`config.mk`:
```
export PLATFORM = sky130hd
export DESIGN_NAME = cva6_cfg_discovery
export DESIGN_NICKNAME = d
export VERILOG_FILES = /design/src/rtl/config_pkg.sv /design/src/rtl/cva6_cfg_discovery.sv
export SDC_FILE = /design/constraint.sdc
export NUM_CORES = 1
export LEC_CHECK = 0
export ABC_CLOCK_PERIOD_IN_PS = 2450
export BUFFER_PORTS_ARGS = -buffer_cell sky130_fd_sc_hd__buf_2
export CAP_MARGIN = 20
export CORE_MARGIN = 2
export CORE_UTILIZATION = 26
export CTS_CLUSTER_SIZE = 30
export DETAILED_ROUTE_END_ITERATION = 12
export PLACE_DENSITY = 0.68
export SYNTH_ARGS = -nofsm -noshare
export SYNTH_HDL_FRONTEND = slang
export SYNTH_SLANG_ARGS = --single-unit
```
`constraint.sdc`:
```
create_clock -name clk_i -period 2.45 [get_ports clk_i]
set_clock_uncertainty 0.2 [all_clocks]
set_input_delay 0.49 -clock clk_i [delete_from_list [all_inputs] [get_ports clk_i]]
set_output_delay 0.49 -clock clk_i [all_outputs]
set_load 0.1 [all_outputs]
```
`src/rtl/config_pkg.sv`:
```
// Minimal core-configuration package holding only the fields the discovery responder exposes.
// The empty configuration keeps a one-bit transaction ID so port widths stay legal.
package config_pkg;

    typedef struct packed {
        logic [31:0] XLEN;
        logic        RVA;
        logic        RVB;
        logic        RVC;
        logic        RVF;
        logic        RVD;
        logic        RVH;
        logic        RVV;
        logic        RVZCB;
        logic        RVZCMP;
        logic        RVZiCond;
        logic        RVS;
        logic        RVU;
        logic        CvxifEn;
        logic        RVZcheripurecap;
        logic        RVZcherihybrid;
        logic        DebugEn;
        logic        MmuPresent;
        logic        PerfCounterEn;
        logic [31:0] IcacheByteSize;
        logic [31:0] IcacheSetAssoc;
        logic [31:0] IcacheLineWidth;
        logic [31:0] DcacheByteSize;
        logic [31:0] DcacheSetAssoc;
        logic [31:0] DcacheLineWidth;
        logic [31:0] NrScoreboardEntries;
        logic [31:0] NrCommitPorts;
        logic [31:0] NrPMPEntries;
        logic [31:0] WtDcacheWbufDepth;
        logic [63:0] HaltAddress;
        logic [63:0] ExceptionAddress;
        logic [63:0] DmBaseAddress;
        logic [31:0] BTBEntries;
        logic [31:0] BHTEntries;
        logic [31:0] MemTidWidth;
    } cva6_cfg_t;

    localparam cva6_cfg_t cva6_cfg_empty = '{MemTidWidth: 32'd1, default: '0};

endpackage

```
`src/rtl/cva6_cfg_discovery.sv`:
```
// Read-only discovery responder returning a fixed word map of CVA6Cfg through a 2-entry queue.
// Define CVA6_CFG_DISCOVERY_CHECKSUM_EN to add word 10, an XOR of words 0-9 walked after reset.
module cva6_cfg_discovery #(
    parameter config_pkg::cva6_cfg_t CVA6Cfg   = config_pkg::cva6_cfg_empty,
    parameter int unsigned           AddrWidth = 12,
    parameter int unsigned           TidWidth  = CVA6Cfg.MemTidWidth
) (
    input  logic                 clk_i,
    input  logic                 rst_i,
    input  logic                 req_i,
    input  logic                 we_i,
    input  logic [AddrWidth-1:0] addr_i,
    input  logic [TidWidth-1:0]  tid_i,
    output logic                 gnt_o,
    output logic                 rvalid_o,
    input  logic                 rready_i,
    output logic [63:0]          rdata_o,
    output logic [TidWidth-1:0]  rtid_o,
    output logic                 err_o
);

    localparam int unsigned IdxWidth = AddrWidth - 3;
    localparam logic [63:0] Magic    = 64'h4356_4136_4346_4730;
`ifdef CVA6_CFG_DISCOVERY_CHECKSUM_EN
    localparam logic [IdxWidth-1:0] LastIdx = IdxWidth'(10);
`else
    localparam logic [IdxWidth-1:0] LastIdx = IdxWidth'(9);
`endif

    typedef enum logic {StInit, StReady} state_e;

    function automatic logic [63:0] cfg_word(input logic [3:0] idx);
        case (idx)
            4'd0: return Magic;
            4'd1: return 64'(CVA6Cfg.XLEN);
            4'd2: return {46'b0, CVA6Cfg.PerfCounterEn, CVA6Cfg.MmuPresent, CVA6Cfg.DebugEn,
                          CVA6Cfg.RVZcherihybrid, CVA6Cfg.RVZcheripurecap, CVA6Cfg.CvxifEn,
                          CVA6Cfg.RVU, CVA6Cfg.RVS, CVA6Cfg.RVZiCond, CVA6Cfg.RVZCMP,
                          CVA6Cfg.RVZCB, CVA6Cfg.RVV, CVA6Cfg.RVH, CVA6Cfg.RVD, CVA6Cfg.RVF,
                          CVA6Cfg.RVC, CVA6Cfg.RVB, CVA6Cfg.RVA};
            4'd3: return {CVA6Cfg.IcacheByteSize, CVA6Cfg.DcacheByteSize};
            4'd4: return {CVA6Cfg.IcacheSetAssoc[15:0], CVA6Cfg.IcacheLineWidth[15:0],
                          CVA6Cfg.DcacheSetAssoc[15:0], CVA6Cfg.DcacheLineWidth[15:0]};
            4'd5: return {CVA6Cfg.NrScoreboardEntries[15:0], CVA6Cfg.NrCommitPorts[15:0],
                          CVA6Cfg.NrPMPEntries[15:0], CVA6Cfg.WtDcacheWbufDepth[15:0]};
            4'd6: return CVA6Cfg.HaltAddress;
            4'd7: return CVA6Cfg.ExceptionAddress;
            4'd8: return CVA6Cfg.DmBaseAddress;
            4'd9: return {CVA6Cfg.BTBEntries, CVA6Cfg.BHTEntries};
            default: return '0;
        endcase
    endfunction

    state_e                     state_q, state_d;
    logic [1:0]                 count_q, count_d;
    logic                       wr_ptr_q, wr_ptr_d;
    logic                       rd_ptr_q, rd_ptr_d;
    logic [1:0][63:0]           data_q, data_d;
    logic [1:0][TidWidth-1:0]   tid_q, tid_d;
    logic [1:0]                 err_q, err_d;
`ifdef CVA6_CFG_DISCOVERY_CHECKSUM_EN
    logic [3:0]                 cnt_q, cnt_d;
    logic [63:0]                acc_q, acc_d;
`endif

    logic                       full, push, pop;
    logic [IdxWidth-1:0]        idx;
    logic                       resp_err;
    logic [63:0]                resp_data;

    assign full     = (count_q == 2'd2);
    // Grant depends only on state and occupancy, so a same-cycle pop never frees a slot.
    assign gnt_o    = (state_q == StReady) && !full;
    assign push     = req_i && gnt_o;
    assign rvalid_o = (count_q != 2'd0);
    assign pop      = rvalid_o && rready_i;
    assign idx      = addr_i[AddrWidth-1:3];
    assign resp_err = we_i || (|addr_i[2:0]) || (idx > LastIdx);

    assign rdata_o  = rvalid_o ? data_q[rd_ptr_q] : '0;
    assign rtid_o   = rvalid_o ? tid_q[rd_ptr_q]  : '0;
    assign err_o    = rvalid_o && err_q[rd_ptr_q];

    always_comb begin
        resp_data = '0;
        if (!resp_err) begin
            resp_data = cfg_word(idx[3:0]);
`ifdef CVA6_CFG_DISCOVERY_CHECKSUM_EN
            if (idx == LastIdx) resp_data = acc_q;
`endif
        end
    end

    always_comb begin
        state_d = state_q;
`ifdef CVA6_CFG_DISCOVERY_CHECKSUM_EN
        cnt_d   = cnt_q;
        acc_d   = acc_q;
        if (state_q == StInit) begin
            acc_d = acc_q ^ cfg_word(cnt_q);
            cnt_d = cnt_q + 4'd1;
            if (cnt_q == 4'd9) state_d = StReady;
        end
`else
        if (state_q == StInit) state_d = StReady;
`endif
    end

    always_comb begin
        data_d   = data_q;
        tid_d    = tid_q;
        err_d    = err_q;
        wr_ptr_d = wr_ptr_q;
        rd_ptr_d = rd_ptr_q;
        count_d  = count_q;
        if (push) begin
            data_d[wr_ptr_q] = resp_data;
            tid_d[wr_ptr_q]  = tid_i;
            err_d[wr_ptr_q]  = resp_err;
            wr_ptr_d         = ~wr_ptr_q;
        end
        if (pop) rd_ptr_d = ~rd_ptr_q;
        case ({push, pop})
            2'b10:   count_d = count_q + 2'd1;
            2'b01:   count_d = count_q - 2'd1;
            default: count_d = count_q;
        endcase
    end

    always_ff @(posedge clk_i or posedge rst_i) begin
        if (rst_i) begin
            state_q  <= StInit;
            count_q  <= '0;
            wr_ptr_q <= 1'b0;
            rd_ptr_q <= 1'b0;
            data_q   <= '0;
            tid_q    <= '0;
            err_q    <= '0;
`ifdef CVA6_CFG_DISCOVERY_CHECKSUM_EN
            cnt_q    <= '0;
            acc_q    <= '0;
`endif
        end else begin
            state_q  <= state_d;
            count_q  <= count_d;
            wr_ptr_q <= wr_ptr_d;
            rd_ptr_q <= rd_ptr_d;
            data_q   <= data_d;
            tid_q    <= tid_d;
            err_q    <= err_d;
`ifdef CVA6_CFG_DISCOVERY_CHECKSUM_EN
            cnt_q    <= cnt_d;
            acc_q    <= acc_d;
`endif
        end
    end

endmodule

```
==> flow_metrics.py <==
metrics = {
    "status": {
        "status": "finished, final reports clean",
    },
    "min_path": {
        "worstHoldPathType": "input pin to asynchronous set/reset pin",
    },
    "synth": {
        "ys_seq_area_share_pct": 25.9,
        "syn_area_per_cell_um2": 9.31,
        "netlist.area_leader.share_pct": 44.6,
        "ys_warn_count": 0,
        "synth_area_um2": 1060,
        "synth_area_leaders": "buf_4 (45%), dfrtp_1 (26%), mux2_2 (6.4%)",
        "ys_types": 22,
        "ys_ff_latch": 11,
        "synth_largest_area_cell": "buf_4",
        "postSynthCellCount": 114,
    },
    "place": {
        "io_buffer_count": 46,
        "dp_cells": 185,
        "dpl.hpwl_um": 1390,
        "gp_congestion": 0.663,
        "post-place-ws_ns": 0.422,
    },
    "clock_network": {
        "cts_root_buf": "clkbuf_8",
        "clock_sinks": 11,
        "cts_resized": 0,
        "htreeDepth": 1,
        "clockBufferDepth": 2,
        "cts-hold-fix-buffers": 0,
        "cts_tree": "yes",
        "cts_buffers": 3,
        "insertion_delay_ns": 0.23,
        "clkTransAtPathRegs_ns": 0.04,
        "post_cts_buffers": 0,
    },
    "drt": {
        "viasPerCell": 3.40,
        "first_iter_violations": 6,
        "dr.pass1.iters": 2,
        "wl_per_cell_um": 8.29,
        "drc": 0,
        "wl_um": 1570,
        "ant_nets": 0,
        "vias": 643,
    },
    "sta": {
        "post-route-period-util_pct": 92.5,
        "slew_viol_final": 0,
        "hold_slack_ns": 0.0337,
        "tns_ns": 0,
        "finalHoldViolCount": 0,
        "worst_slack_ns": 0.183,
        "timing.fmax_mhz": 441,
        "finalCriticalPeriod_ns": 2.27,
        "setup_viol": 0,
        "rsz0062_at_grt": "no",
    },
    "worst_setup_path": {
        "critPathBufInv": 3,
        "critPathLaunchType": "flip-flop",
        "r2r_slack_ns": 0.75,
        "cp_max_fo": 25,
        "slowest_delay_ns": 0.47,
        "cp-end-kind": "output port",
        "required_ns": 1.76,
        "crit_start": "count_q[0]$_DFFE_PP0P_",
        "crit_family": "buffers and inverters",
        "worstPathArrival_ns": 1.58,
        "r2r-start": "count_q[0]$_DFFE_PP0P_",
        "path_class": "flip-flop to output port",
        "path_cells": "nor2_1 -> buf_4 -> nor2_4 -> buf_12 -> buf_12",
        "slowest_stage": "dfrtp_1",
        "worst_path_most_repeated_cell": "buf_12",
    },
    "pwr": {
        "powerDensity_nw_per_um2": 876,
        "leakage_nw": 0.687,
        "ir_drop_uv": 798,
    },
    "final_layout": {
        "nets": 159,
        "nFillCells": 398,
        "layout_common_cells": "conb_1 (40), buf_12 (26), buf_2 (21)",
        "mostFrequentLayoutCell": "conb_1",
        "drive_above_1_share_pct": 46.8,
        "area_growth_pct": 38.4,
        "antenna_cells": 0,
        "instances_no_fill": 189,
    },
    "flow_run": {
        "cap_violations": 0,
    },
    "die": {
        "die_y_um": 67.9,
        "die-area_um2": 4610,
        "start_util_pct": 26.7,
        "core_um2": 3970,
        "num_rows": 23,
        "io_pins": 86,
        "die_w_um": 67.9,
    },
    "global_routing": {
        "grt_remaining_overflow": 0,
        "grtUsageTotal_pct": 6.15,
        "grt_max_degree": 26,
        "first_global_vias": 497,
        "antenna_found_initial": 0,
        "grt_pass1_wl_um": 2060,
    },
}
[sequential cells by signal (all words and copies together) (netlist names)]
name,cells
count_q,2
err_q,2
state_q,1
rd_ptr_q,1
tid_q,2
wr_ptr_q,1
data_q,2
[stage by stage]
| step | power [W] | cell area, um^2 | utilization [%] |
|---|---|---|---|
| 6_report | 0.00129 | 1470 | 37.0 |
| 5_1_grt | 0.00135 | 1470 | 37.0 |
| 3_5_place_dp | 0.00112 | 1420 | 35.9 |
| 3_3_place_gp | 0.00112 | 1420 | 35.9 |
| 4_1_cts | 0.00130 | 1470 | 37.0 |
| 2_1_floorplan | 0.00109 | 1220 | - |
[path summary, 6_finish.rpt]
path / end / depth (start not counted)
max in group asynchronous: data_q[126]$_DFFE_PP0P_ / 2
worst max register to register: count_q[1]$_DFFE_PP0P_ / 6
min in group clk_i: data_q[62]$_DFFE_PP0P_ / 1
worst min-delay path: state_q$_DFF_PP0_ / 2
worst max-delay path: rdata_o[25] / 5
worst min register to register: data_q[62]$_DFFE_PP0P_ / 1
[report_power, final]
group / internal [W] / switching [W] / total, W
clock network: 0.000114 / 0.0000603 / 0.000174
logic: 0.000155 / 0.000662 / 0.000817
registers: 0.000240 / 0.0000570 / 0.000297
[cells by family after synthesis]
logic type,after synthesis,synth area share (%)
other,2,0.708
adder cells (fa/ha/maj),1,1.18
multiplexers,9,9.20
AND/OR/NAND/NOR,12,6.72
flip-flops,11,25.9
XOR/XNOR,5,4.13
AO/OA/AOI/OAI,5,4.72
buffers and inverters,69,47.4
[cells in the mapped netlist (all sizes together)]
master,n
clkbuf,1
dfrtp,11
o2111ai,2
nor4,2
o21a,1
inv,4
nor2,6
o211ai,1
xor2,1
and4,1
nand4,1
mux2i,3
buf,64
mux2,6
xnor2,4
o21ai,1
nor3,1
nor2b,1
conb,2
ha,1
[final cells by class]
type / count / area, um^2 / share of cell area, %
flip-flops and latches: 11 / 275 / 18.7
well taps: 50 / 62.6 / 4.26
multi-input cells: 72 / 438 / 29.8
repair buffers: 48 / 633 / 43.1
inverters: 4 / 15.0 / 1.02
clock buffers: 4 / 45.0 / 3.07
[layer usage]
metal,global-route usage [%],wire [um],vias to the layer above
met5,0,0,-
met4,3.75,21,0
met3,2.30,172,3
met2,10.3,839,42
met1,6.56,533,285
li1,-,-,313
No activity file was read; power rests on OpenSTA's default activity.
